<file path="config.mk">
export PLATFORM = sky130hd
export DESIGN_NAME = direction_arbiter_flat
export DESIGN_NICKNAME = d
export VERILOG_FILES = /design/src/rtl/direction_arbiter_if.sv /design/src/rtl/direction_arbiter.sv /design/src/flat_wrapper.sv
export SDC_FILE = /design/constraint.sdc
export NUM_CORES = 1
export LEC_CHECK = 0
export CELL_PAD_IN_SITES_DETAIL_PLACEMENT = 1
export CELL_PAD_IN_SITES_GLOBAL_PLACEMENT = 2
export CORE_ASPECT_RATIO = 0.9
export CORE_MARGIN = 3
export CORE_UTILIZATION = 41
export DETAILED_ROUTE_END_ITERATION = 7
export DONT_BUFFER_PORTS = 1
export PLACE_DENSITY_LB_ADDON = 0.1
export SETUP_SLACK_MARGIN = 0.15
export SKIP_CTS_REPAIR_TIMING = 1
export SLEW_MARGIN = 20
export SYNTH_ARGS = -nofsm -noshare
export SYNTH_HDL_FRONTEND = slang
export SYNTH_SLANG_ARGS = --single-unit
</file>
<file path="constraint.sdc">
create_clock -name Clock -period 4.6 [get_ports Clock]
set_input_delay 0.69 -clock Clock [delete_from_list [all_inputs] [get_ports Clock]]
set_output_delay 0.69 -clock Clock [all_outputs]
set_load 0.01 [all_outputs]
</file>
<file path="src/rtl/direction_arbiter_if.sv">
// Button pulses into the direction arbiter and its registered heading/status outputs.
interface direction_arbiter_if;
  logic       BtnUp;
  logic       BtnRight;
  logic       BtnDown;
  logic       BtnLeft;
  logic       BtnPause;
  logic [1:0] Direction;
  logic       Tick;
  logic       Running;
  logic       Paused;
  logic [1:0] Pending;

  modport master (
    output BtnUp, BtnRight, BtnDown, BtnLeft, BtnPause,
    input  Direction, Tick, Running, Paused, Pending
  );

  modport slave (
    input  BtnUp, BtnRight, BtnDown, BtnLeft, BtnPause,
    output Direction, Tick, Running, Paused, Pending
  );
endinterface

</file>
<file path="src/rtl/direction_arbiter.sv">
// Game-step tick generator with a 2-deep queue of legal heading changes,
// committed one per tick; IDLE/RUN/PAUSED control via button pulses.
module direction_arbiter #(
  parameter int unsigned TICK_DIV = 25000000
) (
  input logic                  Clock,
  input logic                  Reset,
  direction_arbiter_if.slave   bus
);

  localparam int unsigned CNT_W = 32;
  localparam logic [CNT_W-1:0] WRAP_VAL = CNT_W'(TICK_DIV - 1);

  typedef enum logic [1:0] {IDLE, RUN, PAUSED} state_t;

  state_t           state;
  logic [CNT_W-1:0] count;
  logic [1:0]       dir_q;
  logic             tick_q;
  logic             running_q;
  logic             paused_q;
  logic [1:0]       pending_q;
  logic [1:0]       q0;
  logic [1:0]       q1;

  logic       req_valid;
  logic [1:0] req_dir;
  logic [1:0] ref_dir;
  logic       legal;
  logic       wrap;
  logic       step_en;
  logic       do_pop;
  logic       do_push;

  // Priority pick and legality of the request against the queue tail / heading
  always_comb begin
    req_valid = bus.BtnUp | bus.BtnRight | bus.BtnDown | bus.BtnLeft;
    req_dir   = 2'd3;
    if (bus.BtnUp)         req_dir = 2'd0;
    else if (bus.BtnRight) req_dir = 2'd1;
    else if (bus.BtnDown)  req_dir = 2'd2;

    ref_dir = dir_q;
    if (pending_q == 2'd1)      ref_dir = q0;
    else if (pending_q == 2'd2) ref_dir = q1;

    legal   = req_valid && (req_dir != ref_dir) && ((req_dir ^ ref_dir) != 2'b10);
    wrap    = (count == WRAP_VAL);
    step_en = (state == RUN) && !bus.BtnPause;
    do_pop  = step_en && wrap && (pending_q != 2'd0);
    do_push = step_en && legal && ((pending_q != 2'd2) || do_pop);
  end

  always_ff @(posedge Clock) begin
    if (Reset) begin
      state     <= IDLE;
      count     <= '0;
      dir_q     <= 2'b01;
      tick_q    <= 1'b0;
      running_q <= 1'b0;
      paused_q  <= 1'b0;
      pending_q <= 2'd0;
      q0        <= 2'd0;
      q1        <= 2'd0;
    end else begin
      tick_q <= 1'b0;
      case (state)
        IDLE: begin
          if (req_valid) begin
            state     <= RUN;
            running_q <= 1'b1;
            dir_q     <= req_dir;
            count     <= '0;
            pending_q <= 2'd0;
          end
        end
        RUN: begin
          if (bus.BtnPause) begin
            state     <= PAUSED;
            running_q <= 1'b0;
            paused_q  <= 1'b1;
          end else begin
            count  <= wrap ? '0 : count + CNT_W'(1);
            tick_q <= wrap;
            if (do_pop) dir_q <= q0;
            // Queue update: slot 0 is the head, slot 1 the second entry
            case ({do_pop, do_push})
              2'b10: begin
                q0        <= q1;
                pending_q <= pending_q - 2'd1;
              end
              2'b01: begin
                if (pending_q == 2'd0) q0 <= req_dir;
                else                   q1 <= req_dir;
                pending_q <= pending_q + 2'd1;
              end
              2'b11: begin
                if (pending_q == 2'd1) begin
                  q0 <= req_dir;
                end else begin
                  q0 <= q1;
                  q1 <= req_dir;
                end
              end
              default: ;
            endcase
          end
        end
        PAUSED: begin
          if (bus.BtnPause) begin
            state     <= RUN;
            running_q <= 1'b1;
            paused_q  <= 1'b0;
          end
        end
        default: begin
          state     <= IDLE;
          running_q <= 1'b0;
          paused_q  <= 1'b0;
        end
      endcase
    end
  end

  assign bus.Direction = dir_q;
  assign bus.Tick      = tick_q;
  assign bus.Running   = running_q;
  assign bus.Paused    = paused_q;
  assign bus.Pending   = pending_q;

endmodule

</file>
<file path="src/flat_wrapper.sv">
// flat-port wrapper written by rule: the top's interface ports become plain ports
module direction_arbiter_flat 
#(
  parameter int unsigned TICK_DIV = 25000000
)
  (Clock, Reset, bus_BtnUp, bus_BtnRight, bus_BtnDown, bus_BtnLeft, bus_BtnPause, bus_Direction, bus_Tick, bus_Running, bus_Paused, bus_Pending);
  direction_arbiter_if bus_i ();
  input logic Clock;
  input logic Reset;
  input wire logic [$bits(bus_i.BtnUp)-1:0] bus_BtnUp;
  input wire logic [$bits(bus_i.BtnRight)-1:0] bus_BtnRight;
  input wire logic [$bits(bus_i.BtnDown)-1:0] bus_BtnDown;
  input wire logic [$bits(bus_i.BtnLeft)-1:0] bus_BtnLeft;
  input wire logic [$bits(bus_i.BtnPause)-1:0] bus_BtnPause;
  output wire logic [$bits(bus_i.Direction)-1:0] bus_Direction;
  output wire logic [$bits(bus_i.Tick)-1:0] bus_Tick;
  output wire logic [$bits(bus_i.Running)-1:0] bus_Running;
  output wire logic [$bits(bus_i.Paused)-1:0] bus_Paused;
  output wire logic [$bits(bus_i.Pending)-1:0] bus_Pending;
  assign bus_i.BtnUp = bus_BtnUp;
  assign bus_i.BtnRight = bus_BtnRight;
  assign bus_i.BtnDown = bus_BtnDown;
  assign bus_i.BtnLeft = bus_BtnLeft;
  assign bus_i.BtnPause = bus_BtnPause;
  assign bus_Direction = bus_i.Direction;
  assign bus_Tick = bus_i.Tick;
  assign bus_Running = bus_i.Running;
  assign bus_Paused = bus_i.Paused;
  assign bus_Pending = bus_i.Pending;
  direction_arbiter #(.TICK_DIV(TICK_DIV)) u_core (.Clock(Clock), .Reset(Reset), .bus(bus_i));
endmodule
</file>
=== Word-level counts from Yosys, hierarchy flattened ===
Cells that the tools add are included.

* Flip-flop bits (word level): 45
* Bits of input ports: 7
* Output and inout port bits: 7
* Logic and storage cells: 94

* Add/subtract/negate cells: 3
* Eq/ne operators: 20
* Mux-type cells: 32
* Bitwise gates (word level): 7
* Reductions and logical operators: 23

{| class="wikitable"
|+ Operator list
! cell !! number
|-
| $mux 32 || 3
|-
| $pmux 32 s2 || 1
|-
| $add 32x1->32 const B || 1
|-
| $eq 32x25->1 const B || 1
|-
| $mux 2 || 16
|-
| $pmux 2 s2 || 4
|-
| $ne 2x2->1 const B || 7
|-
| $pmux 2 s3 || 2
|-
| $reduce_and 4->1 || 3
|-
| $reduce_and 3->1 || 3
|-
| $eq 2x2->1 const B || 4
|-
| $logic_and 1x1->1 || 7
|-
| $eq 2x1->1 const B || 3
|-
| $ne 2x1->1 const B || 3
|-
| $pmux 1 s3 || 2
|-
| $reduce_bool 2->1 || 3
|-
| $reduce_and 5->1 || 1
|-
| $logic_not 2->1 || 2
|-
| $mux 1 || 4
|-
| $ne 3x3->1 const B || 1
|-
| $not 1->1 || 3
|-
| $or 1x1->1 || 3
|-
| $reduce_bool 3->1 || 1
|-
| $reduce_or 3->1 || 1
|-
| other kinds (6) || 6
|}

=== Logic depth before layout (Yosys ltp) ===
Gate-level depths: netlist of the first run.

* Word-level depth: 12
* Mapped depth: 12
* Depth with buffers taken out: 12

=== Worst setup path before layout of the first run ===
Ideal clock, no wire load.

* Path type: register -> register
* Start point: reg u_core.pending_q[0] (netlist: u_core.bus.Pending[0])
* End point: reg u_core.q0[1]
* Data arrival time: 2.239 ns
* Data required time: 4.479 ns
* Setup slack: 2.241 ns
* Stages on the path, launching flop included: 13
* Buffers on the path: 0
* Clock period less this slack: 2.359 ns
* Cells stage by stage: dfxtp_1 inv_1 ha_1 mux2i_1 o21ai_0 mux2i_1 nand2_1 a21oi_1 ha_1 mux2i_1 a22oi_1 nor2_1 mux2_2

* Cells in the longest elaborated chain, start to end: 11
* Elaborated cells between the ends (all ways): 24

{| class="wikitable"
|+ RTL lines
! element !! line !! text
|-
| start, declared || direction_arbiter.sv:22 || <nowiki>logic [1:0] pending_q;</nowiki>
|-
| start signal, assigned || direction_arbiter.sv:90 || <nowiki>pending_q <= pending_q - 2'd1;</nowiki>
|-
| start signal, assigned || direction_arbiter.sv:95 || <nowiki>pending_q <= pending_q + 2'd1;</nowiki>
|-
| $eq 2x2->1 || direction_arbiter.sv:45 || <nowiki>else if (pending_q == 2'd2) ref_dir = q1;</nowiki>
|-
| $mux 2 || direction_arbiter.sv:45 ||
|-
| $mux 2 || direction_arbiter.sv:44 || <nowiki>if (pending_q == 2'd1) ref_dir = q0;</nowiki>
|-
| $xor 2x2->2 or $ne 2x2->1 (tied branches) || direction_arbiter.sv:47 || <nowiki>legal = req_valid && (req_dir != ref_dir) && ((req_dir ^ ref_dir) != 2'b10);</nowiki>
|-
| $ne 2x2->1 or $logic_and 1x1->1 (tied branches) || direction_arbiter.sv:47 ||
|-
| $logic_and 1x1->1 || direction_arbiter.sv:47 ||
|-
| $logic_and 1x1->1 (2 in a row) || direction_arbiter.sv:51 || <nowiki>do_push = step_en && legal && ((pending_q != 2'd2) || do_pop);</nowiki>
|-
| $eq 2x1->1 or $eq 2x2->1 (tied branches) || direction_arbiter.sv:87 || <nowiki>case ({do_pop, do_push})</nowiki>
|-
| $ne 2x1->1 (no source line) or $reduce_bool 3->1 (tied branches) || n/a ||
|-
| $reduce_and 4->1 (no source line) || n/a ||
|-
| end signal, assigned || direction_arbiter.sv:89 || <nowiki>q0 <= q1;</nowiki>
|-
| end signal, assigned || direction_arbiter.sv:93 || <nowiki>if (pending_q == 2'd0) q0 <= req_dir;</nowiki>
|-
| end signal, assigned || direction_arbiter.sv:99 || <nowiki>q0 <= req_dir;</nowiki>
|-
| end, declared || direction_arbiter.sv:23 || <nowiki>logic [1:0] q0;</nowiki>
|}

Parallel ways exist; a longest one is shown, timed or not.
A chain may end at the register's enable or synchronous reset.

=== Worst setup path after layout of the first run ===
* Start point: reg u_core.pending_q[0] (netlist: u_core.bus.Pending[0])
* End point: reg u_core.q0[0]

Same word-level chain as after synthesis.

==> results.md, run 1 <==
- Outcome: finished, final reports clean
- Global-route total usage across every layer: 18.1%
- Syn Nets: 286
- Worst hold path startpoint: Reset
- RePlAce Congestion: 0.787
- Root Driver: clkbuf_8
- Syn Inst Count: 273
- Vias in the first global route: 1,999
- Crit end category: flip-flop
- Hold depth: 1
- Wire length on met3: 111 microns
- Fin crit share: 58.3%
- PD cells: 293 nW/um^2
- Mapped Area: 2330 sq um
- GRT overflow: 0
- Hold endpoint: u_core.state[1]
- Initial Util: 43.4%
- Seq pwr share: 54.7%
- TritonCTS buffer count: 5
- Share of the synthesized area in the top cell type: 37.7%
- Die area: 6640 sq um
- Top_reg_cell synth: dfxtp_1
- Share of the yosys chip area belonging to registers: 37.7%
- Worst path max stage delay: 0.45 ns
- Clock latency on the worst-skew pair: 0.30 ns
- Synthesized flop and latch total: 44
- Via count: 1,929
- DRT iter0 DRCs: 61
- I/O pin total: 14
- Worst-margin pin slew: 0.677 ns
- Crit path top cell by count: mux2i_1
- FF-to-FF End: u_core.q0[0]
- # diodes: 0
- Critical-path top delay cell: dfxtp_1
- R2R depth: 12
- Arr. time, crit path: 2.87 ns
- Yosys top cell by area: dfxtp_1
- Top Metal Used: met4
- Number of synthesized flops with an enable pin: 0
- CTS tree: yes
- Dominant cells by area after synthesis: dfxtp_1 (38%), xor2_1 (7.1%), nor2_1 (5.9%)
- Max Cap Viol: 0
- Slew margin rel.: 54.5%
- Sw frac: 24.9%
- Final WL: 5.64 mm
- Peak Freq: 373 MHz
- Die height: 77.6 microns
- CTS Sinks: 44
- Async SR Flop Fraction: 0%
- CTS H-tree depth: 2
- Pint: 0.542 mW
- Setup CP Type: flip-flop to flip-flop
- P_sw: 0.180 mW
- Share of total power in the clock network: 36.6%
- Crit Path Max Fanout: 5
- Max clock buf depth: 2
- Final Hold Fails: 0
- Cell variety after synth: 50
- Worst setup SP type: flip-flop
- Wire per inst: 16.7 microns
- First-pass GRT wire length: 9.69 mm
- Final max-slew violation count: 0
- Clk slew on worst S/H paths: 0.08 ns
- Worst Slack Setup Final: 1.92 ns
- Yosys warning total: 0
- CP Cell Sequence: inv_1, ha_1, mux2i_1, o21ai_0, mux2i_1, nand2_1, a21oi_1, ha_1, mux2i_1, a22oi_1, nor2_1, mux2_2
- Via density per instance: 5.72
- Total power: 0.722 mW
- Combinational share of power: 8.7%
- Die W: 85.5 microns
- Reg-to-Reg Start: u_core.bus.Pending[0]
- Leak pwr: 0.868 nW
- P&R area growth vs syn: 5.41%
- Final setup vio count: 0
- Critical Path RT: 4.79 ns
- Reg2Reg Setup Slack: 1.92 ns
- # fillers: 656
- Initial antenna violation count: 0
- Unrepaired setup endpoints after global routing: no
- Largest net degree at the start of global routing: 27
- HPWL Detailed: 4.10 mm
- WL met2: 2.40 mm
- Final Skew: 0.00617 ns
- DRC: 0
- HP Class: input pin to flip-flop
- # rows: 25
- I/O Buffers: 0
- 1st-pass router iterations: 4
- Final nets: 283
- Mean Syn Cell Area: 8.55 sq um
- Post-route minimum period: 2.68 ns
- Core area: 5380 sq um
- Share of layout cells above drive strength 1: 7.04%
- Pre-CTS WS: 1.95 ns
- M1 WL: 3.06 mm
- Crit path launch: u_core.bus.Pending[0]
- Final setup TNS: 0 ns
- Antenna viol nets, final: 0
- Peak VDD IR: 138 uV
synth_stat cells (all sizes together), types with 2 or more instances:
| cell | count |
|---|---|
| clkbuf | 2 |
| and4 | 5 |
| nor3 | 5 |
| buf | 9 |
| xor2 | 19 |
| o21ai | 9 |
| nand4 | 17 |
| nand3 | 8 |
| mux2i | 6 |
| and3 | 8 |
| nand2 | 17 |
| nor4 | 9 |
| a31oi | 2 |
| nor2 | 37 |
| inv | 6 |
| and2 | 5 |
| or3 | 4 |
| xnor2 | 6 |
| a22oi | 4 |
| nor2b | 4 |
| or4 | 2 |
| mux2 | 2 |
| ha | 6 |
| a21o | 3 |
| nand2b | 4 |
| a21oi | 16 |
| dfxtp | 44 |
logic make-up (layout without fill, tap and decap cells):
kind of cell               Yosys count  count (layout)  share of synthesized area [%]
DFF                                 44              44                           37.7
adders and majority gates            6               6                           3.22
buffers and inverters               17              14                           3.75
xor gates and xnor gates            25              25                           9.38
muxes                                8               8                           3.54
AOI/OAI and AO/OA                   44              44                           12.7
and+or+nand+nor                    129             129                           29.7
worst max-delay path: cells and delay by family (launching register included):
kind,cells,cell delay [ns]
AOI/OAI and AO/OA,3,0.58
muxes,4,0.77
buffers and inverters,1,0.10
and+or+nand+nor,2,0.12
DFF,1,0.45
adders and majority gates,2,0.55
worst max path at each step:
stage / end / slack [ns]
after global placement: u_core.q0[1] / 2.07
after floorplan: u_core.q0[1] / 2.24
final: u_core.q0[0] / 1.92
after CTS: u_core.q0[1] / 1.91
after global routing: u_core.q0[1] / 1.73
after detailed placement: u_core.q0[1] / 1.95
layout by cell type, fill, tap and decap left out, drive strengths merged, types with 7 or more instances in the layout:
cell / n
xor2: 19
nor2: 37
and3: 8
o21ai: 9
dfxtp: 44
nand4: 17
clkbuf: 7
nand2: 17
nand3: 8
a21oi: 16
nor4: 9
state kept, by name, summed over array words and instances (netlist names):
register,cells
u_core.bus.Running,1
u_core.state,1
u_core.q1,2
u_core.bus.Tick,1
u_core.bus.Pending,2
u_core.bus.Paused,1
u_core.bus.Direction,2
u_core.q0,2
u_core.count,32
stage by stage:
stage | instances | util [%] | area, sq um | hold WS, ns
floorplan | 273 | - | 2330 | 0.448
global placement | 330 | 44.0 | 2360 | 0.459
detailed placement | 330 | 44.0 | 2360 | 0.489
CTS | 337 | 45.7 | 2460 | 0.442
global route | 337 | 45.7 | 2460 | 0.442
finish | 337 | 45.7 | 2460 | 0.455
power by group through the flow:
stage | clock, mW | sequential [mW] | combinational, mW
floorplan | 0 | 0.402 | 0.0542
finish | 0.264 | 0.395 | 0.0626
CTS | 0.275 | 0.395 | 0.0627
detailed placement | 0 | 0.404 | 0.0626
global route | 0.288 | 0.397 | 0.0695
global placement | 0 | 0.404 | 0.0616
per-layer routing:
| layer | up-vias | track usage (%) |
|---|---|---|
| met5 | - | 0 |
| met4 | 0 | 5.22 |
| met3 | 7 | 3.29 |
| met2 | 12 | 27.2 |
| met1 | 934 | 26.2 |
| li1 | 976 | - |
layout make-up:
| cell class | count | area [sq um] | area share [%] |
|---|---|---|---|
| Clock buffer | 7 | 96.3 | 3.91 |
| Inverter | 6 | 22.5 | 0.915 |
| Multi-Input combinational cell | 212 | 1370 | 55.7 |
| Sequential cell | 44 | 881 | 35.8 |
| Tap cell | 67 | 83.8 | 3.41 |
| Timing Repair Buffer | 1 | 7.51 | 0.305 |
(Power assumes the default switching activity.)
==> inputs of run 2 (changes only) <==
- CORE_UTILIZATION: 41 -> 35
- clock period: 4.6 -> 2.3 ns (I/O delays scaled with it)
==> run 2 against run 1 <==
Effect of this change: the run now ends with setup timing left; sequential share of layout area decreased by 5.0 points; global-route usage decreased by 0.52 points; non-clock buffer count increased by 36.
==> results.md, run 2 (same netlist as run 1, synthesis figures left out) <==
- Fin crit share: 101% (+43 points)
- DRT iter0 DRCs: 82 (+34%)
- HP Class: input pin to flip-flop
- Most frequent cells in the layout: dfxtp_1 (42), nor2_1 (37), buf_4 (37), xor2_1 (18)
- Wire per inst: 16.2 microns (-2.9%)
- # diodes: 0 (unchanged)
- # fillers: 759 (+16%)
- RePlAce Congestion: 0.752 (-4.5%)
- Worst Slack Setup Final: -0.0266 ns (-1.95 ns)
- Critical Path RT: 2.50 ns (-2.29 ns)
- Max Cap Viol: 0 (unchanged)
- Largest net degree at the start of global routing: 28 (+3.7%)
- Commonest non-fill, non-tap cell in the layout: dfxtp_1
- M1 WL: 3.40 mm (+11%)
- Peak VDD IR: 370 uV (+170%)
- Failing checks: setup timing
- Sw frac: 23.2% (-1.7 points)
- GRT overflow: 0 (unchanged)
- I/O pin total: 14 (unchanged)
- Share of total power in the clock network: 45.6% (+9.0 points)
- Final max-slew violation count: 0 (unchanged)
- Clock latency on the worst-skew pair: 0.31 ns (about the same)
- Crit path buf inv count: 1 (unchanged)
- Outcome: finished with violations
- Family with the most delay on the worst path: multiplexers
- Antenna viol nets, final: 0 (unchanged)
- P&R area growth vs syn: 23.6%
- DRC: 0 (unchanged)
- Clk slew on worst S/H paths: 0.09 ns (about the same)
- PD cells: 602 nW/um^2 (+110%)
- Die W: 92.1 microns (+7.7%)
- Final nets: 319 (+13%)
- Post-route minimum period: 2.33 ns (-0.353 ns)
- Placed cell area: 2680 sq um (+13%)
- Seq pwr share: 45.1% (-9.6 points)
- Root Driver: clkbuf_8
- Arr. time, crit path: 2.52 ns (-0.35 ns)
- Non-filler instance count after layout: 394 (+17%)
- 1st-pass router iterations: 4 (unchanged)
- Wire length on met3: 196 microns (+77%)
- CTS H-tree depth: 2 (unchanged)
- CP Cell Sequence: inv_4, ha_4, mux2i_1, o21ai_2, mux2i_1, nand2_1, a21oi_2, ha_2, mux2i_1, a22oi_1, nor2_1, mux2_2
- Die area: 7690 sq um (+16%)
- CTS tree: yes
- Crit end category: flip-flop
- Initial antenna violation count: 0 (unchanged)
- Final setup vio count: 3 (+3)
- Via density per instance: 5.28 (-7.8%)
- Final Skew: 0.0147 ns (+0.00850 ns)
- Worst path max stage delay: 0.40 ns (-0.05 ns)
- Final setup TNS: -0.0420 ns (-0.0420 ns)
- HPWL Detailed: 4.78 mm (+17%)
- Peak Freq: 430 MHz (+15%)
- Unrepaired setup endpoints after global routing: yes
- Worst setup SP type: flip-flop
- Leak pwr: 1.09 nW (+25%)
- Total power: 1.74 mW (+140%)
- Pint: 1.33 mW (+150%)
- Final Hold Fails: 0 (unchanged)
- CTS Sinks: 44 (unchanged)
- Die height: 83.5 microns (+7.6%)
- Core area: 6280 sq um (+17%)
- Crit path top cell by count: mux2i_1
- Inst Count DP: 385 (+17%)
- Vias in the first global route: 2,147 (+7.4%)
- Setup CP Type: flip-flop to flip-flop
- P_sw: 0.403 mW (+120%)
- Worst-margin pin slew: 0.562 ns (-0.115 ns)
- Share of layout cells above drive strength 1: 22.5% (+15 points)
- Final Cell Area: 2890 sq um (+17%)
- Top reg by flops: u_core.count
- Final WL: 6.40 mm (+14%)
- Crit Path Max Fanout: 5 (unchanged)
- Initial Util: 37.2% (-6.2 points)
- I/O Buffers: 0 (unchanged)
- TritonCTS buffer count: 5 (unchanged)
- First-pass GRT wire length: 10.9 mm (+13%)
- Global-route total usage across every layer: 17.6% (-0.52 points)
- Top Metal Used: met4
- Max clock buf depth: 2 (unchanged)
- Max FFs per register: 32 (unchanged)
- Critical-path top delay cell: dfxtp_4
- Combinational share of power: 9.3% (+0.6 points)
- Slew margin rel.: 62.5% (+8.0 points)
- # rows: 27 (+8.0%)
- Tightest hold margin: 0.0935 ns (-0.361 ns)
- Via count: 2,079 (+7.8%)
- WL met2: 2.76 mm (+15%)
## run 2: changes by cell type in the layout (fill, tap and decap cells not counted), sizes merged
| cell | delta |
|---|---|
| buf | +36 |
| bufinv | +2 |
| clkbuf | -1 |
## run 2: path summary, 6_finish.rpt
check                           cells after the start                 to  slack, ns             startpoint
worst min register to register                      2    u_core.count[1]       0.49        u_core.count[1]
worst max-delay path                               12       u_core.q0[1]      -0.03  u_core.bus.Pending[0]
worst max register to register                     12       u_core.q0[1]      -0.03  u_core.bus.Pending[0]
worst min-delay path                                1  u_core.bus.Paused       0.09                  Reset
## run 2: final cells by class
class	instances	area (sq um)	share of cell area, %
Clock buffer	6	93.8	3.25
Tap cell	87	109	3.77
Multi-Input combinational cell	212	1430	49.6
Inverter	6	25.0	0.867
Timing Repair Buffer	37	278	9.62
Sequential cell	44	888	30.8
Clock inverter	2	60.1	2.08
## run 2: through the flow
stage          setup WS, ns  utilization, %
4_1_cts              -0.118            45.1
2_1_floorplan         0.164               -
3_3_place_gp        -0.0236            42.6
5_1_grt              -0.198            45.9
6_report            -0.0266            45.9
3_5_place_dp         -0.108            42.6
## run 2: worst reg2reg max path: cells and delay by family, from the launching register on
kind | cells | cell delay, ns
mux | 4 | 0.73
flops | 1 | 0.40
fa+ha+maj | 2 | 0.40
compound gates | 3 | 0.48
buf+inv | 1 | 0.05
simple gates | 2 | 0.16
## run 2: power groups by stage
stage / Sequential (mW) / Clock, mW / Combinational [mW]
5_1_grt: 0.786 / 0.843 / 0.179
3_5_place_dp: 0.802 / 0 / 0.155
2_1_floorplan: 0.803 / 0 / 0.110
3_3_place_gp: 0.802 / 0 / 0.153
4_1_cts: 0.785 / 0.812 / 0.155
6_report: 0.783 / 0.792 / 0.161
## run 2: per-layer routing
metal | vias to the layer above | track usage, %
met2 | 19 | 25.9
met1 | 1003 | 25.8
met3 | 4 | 3.43
li1 | 1053 | -
met4 | 0 | 4.86
met5 | - | 0
==> inputs of run 3 (changes only) <==
- SKIP_LAST_GASP: not set -> 1
==> results of run 3 <==
The final DEF is identical to that of run 2; final timing and power are the same.
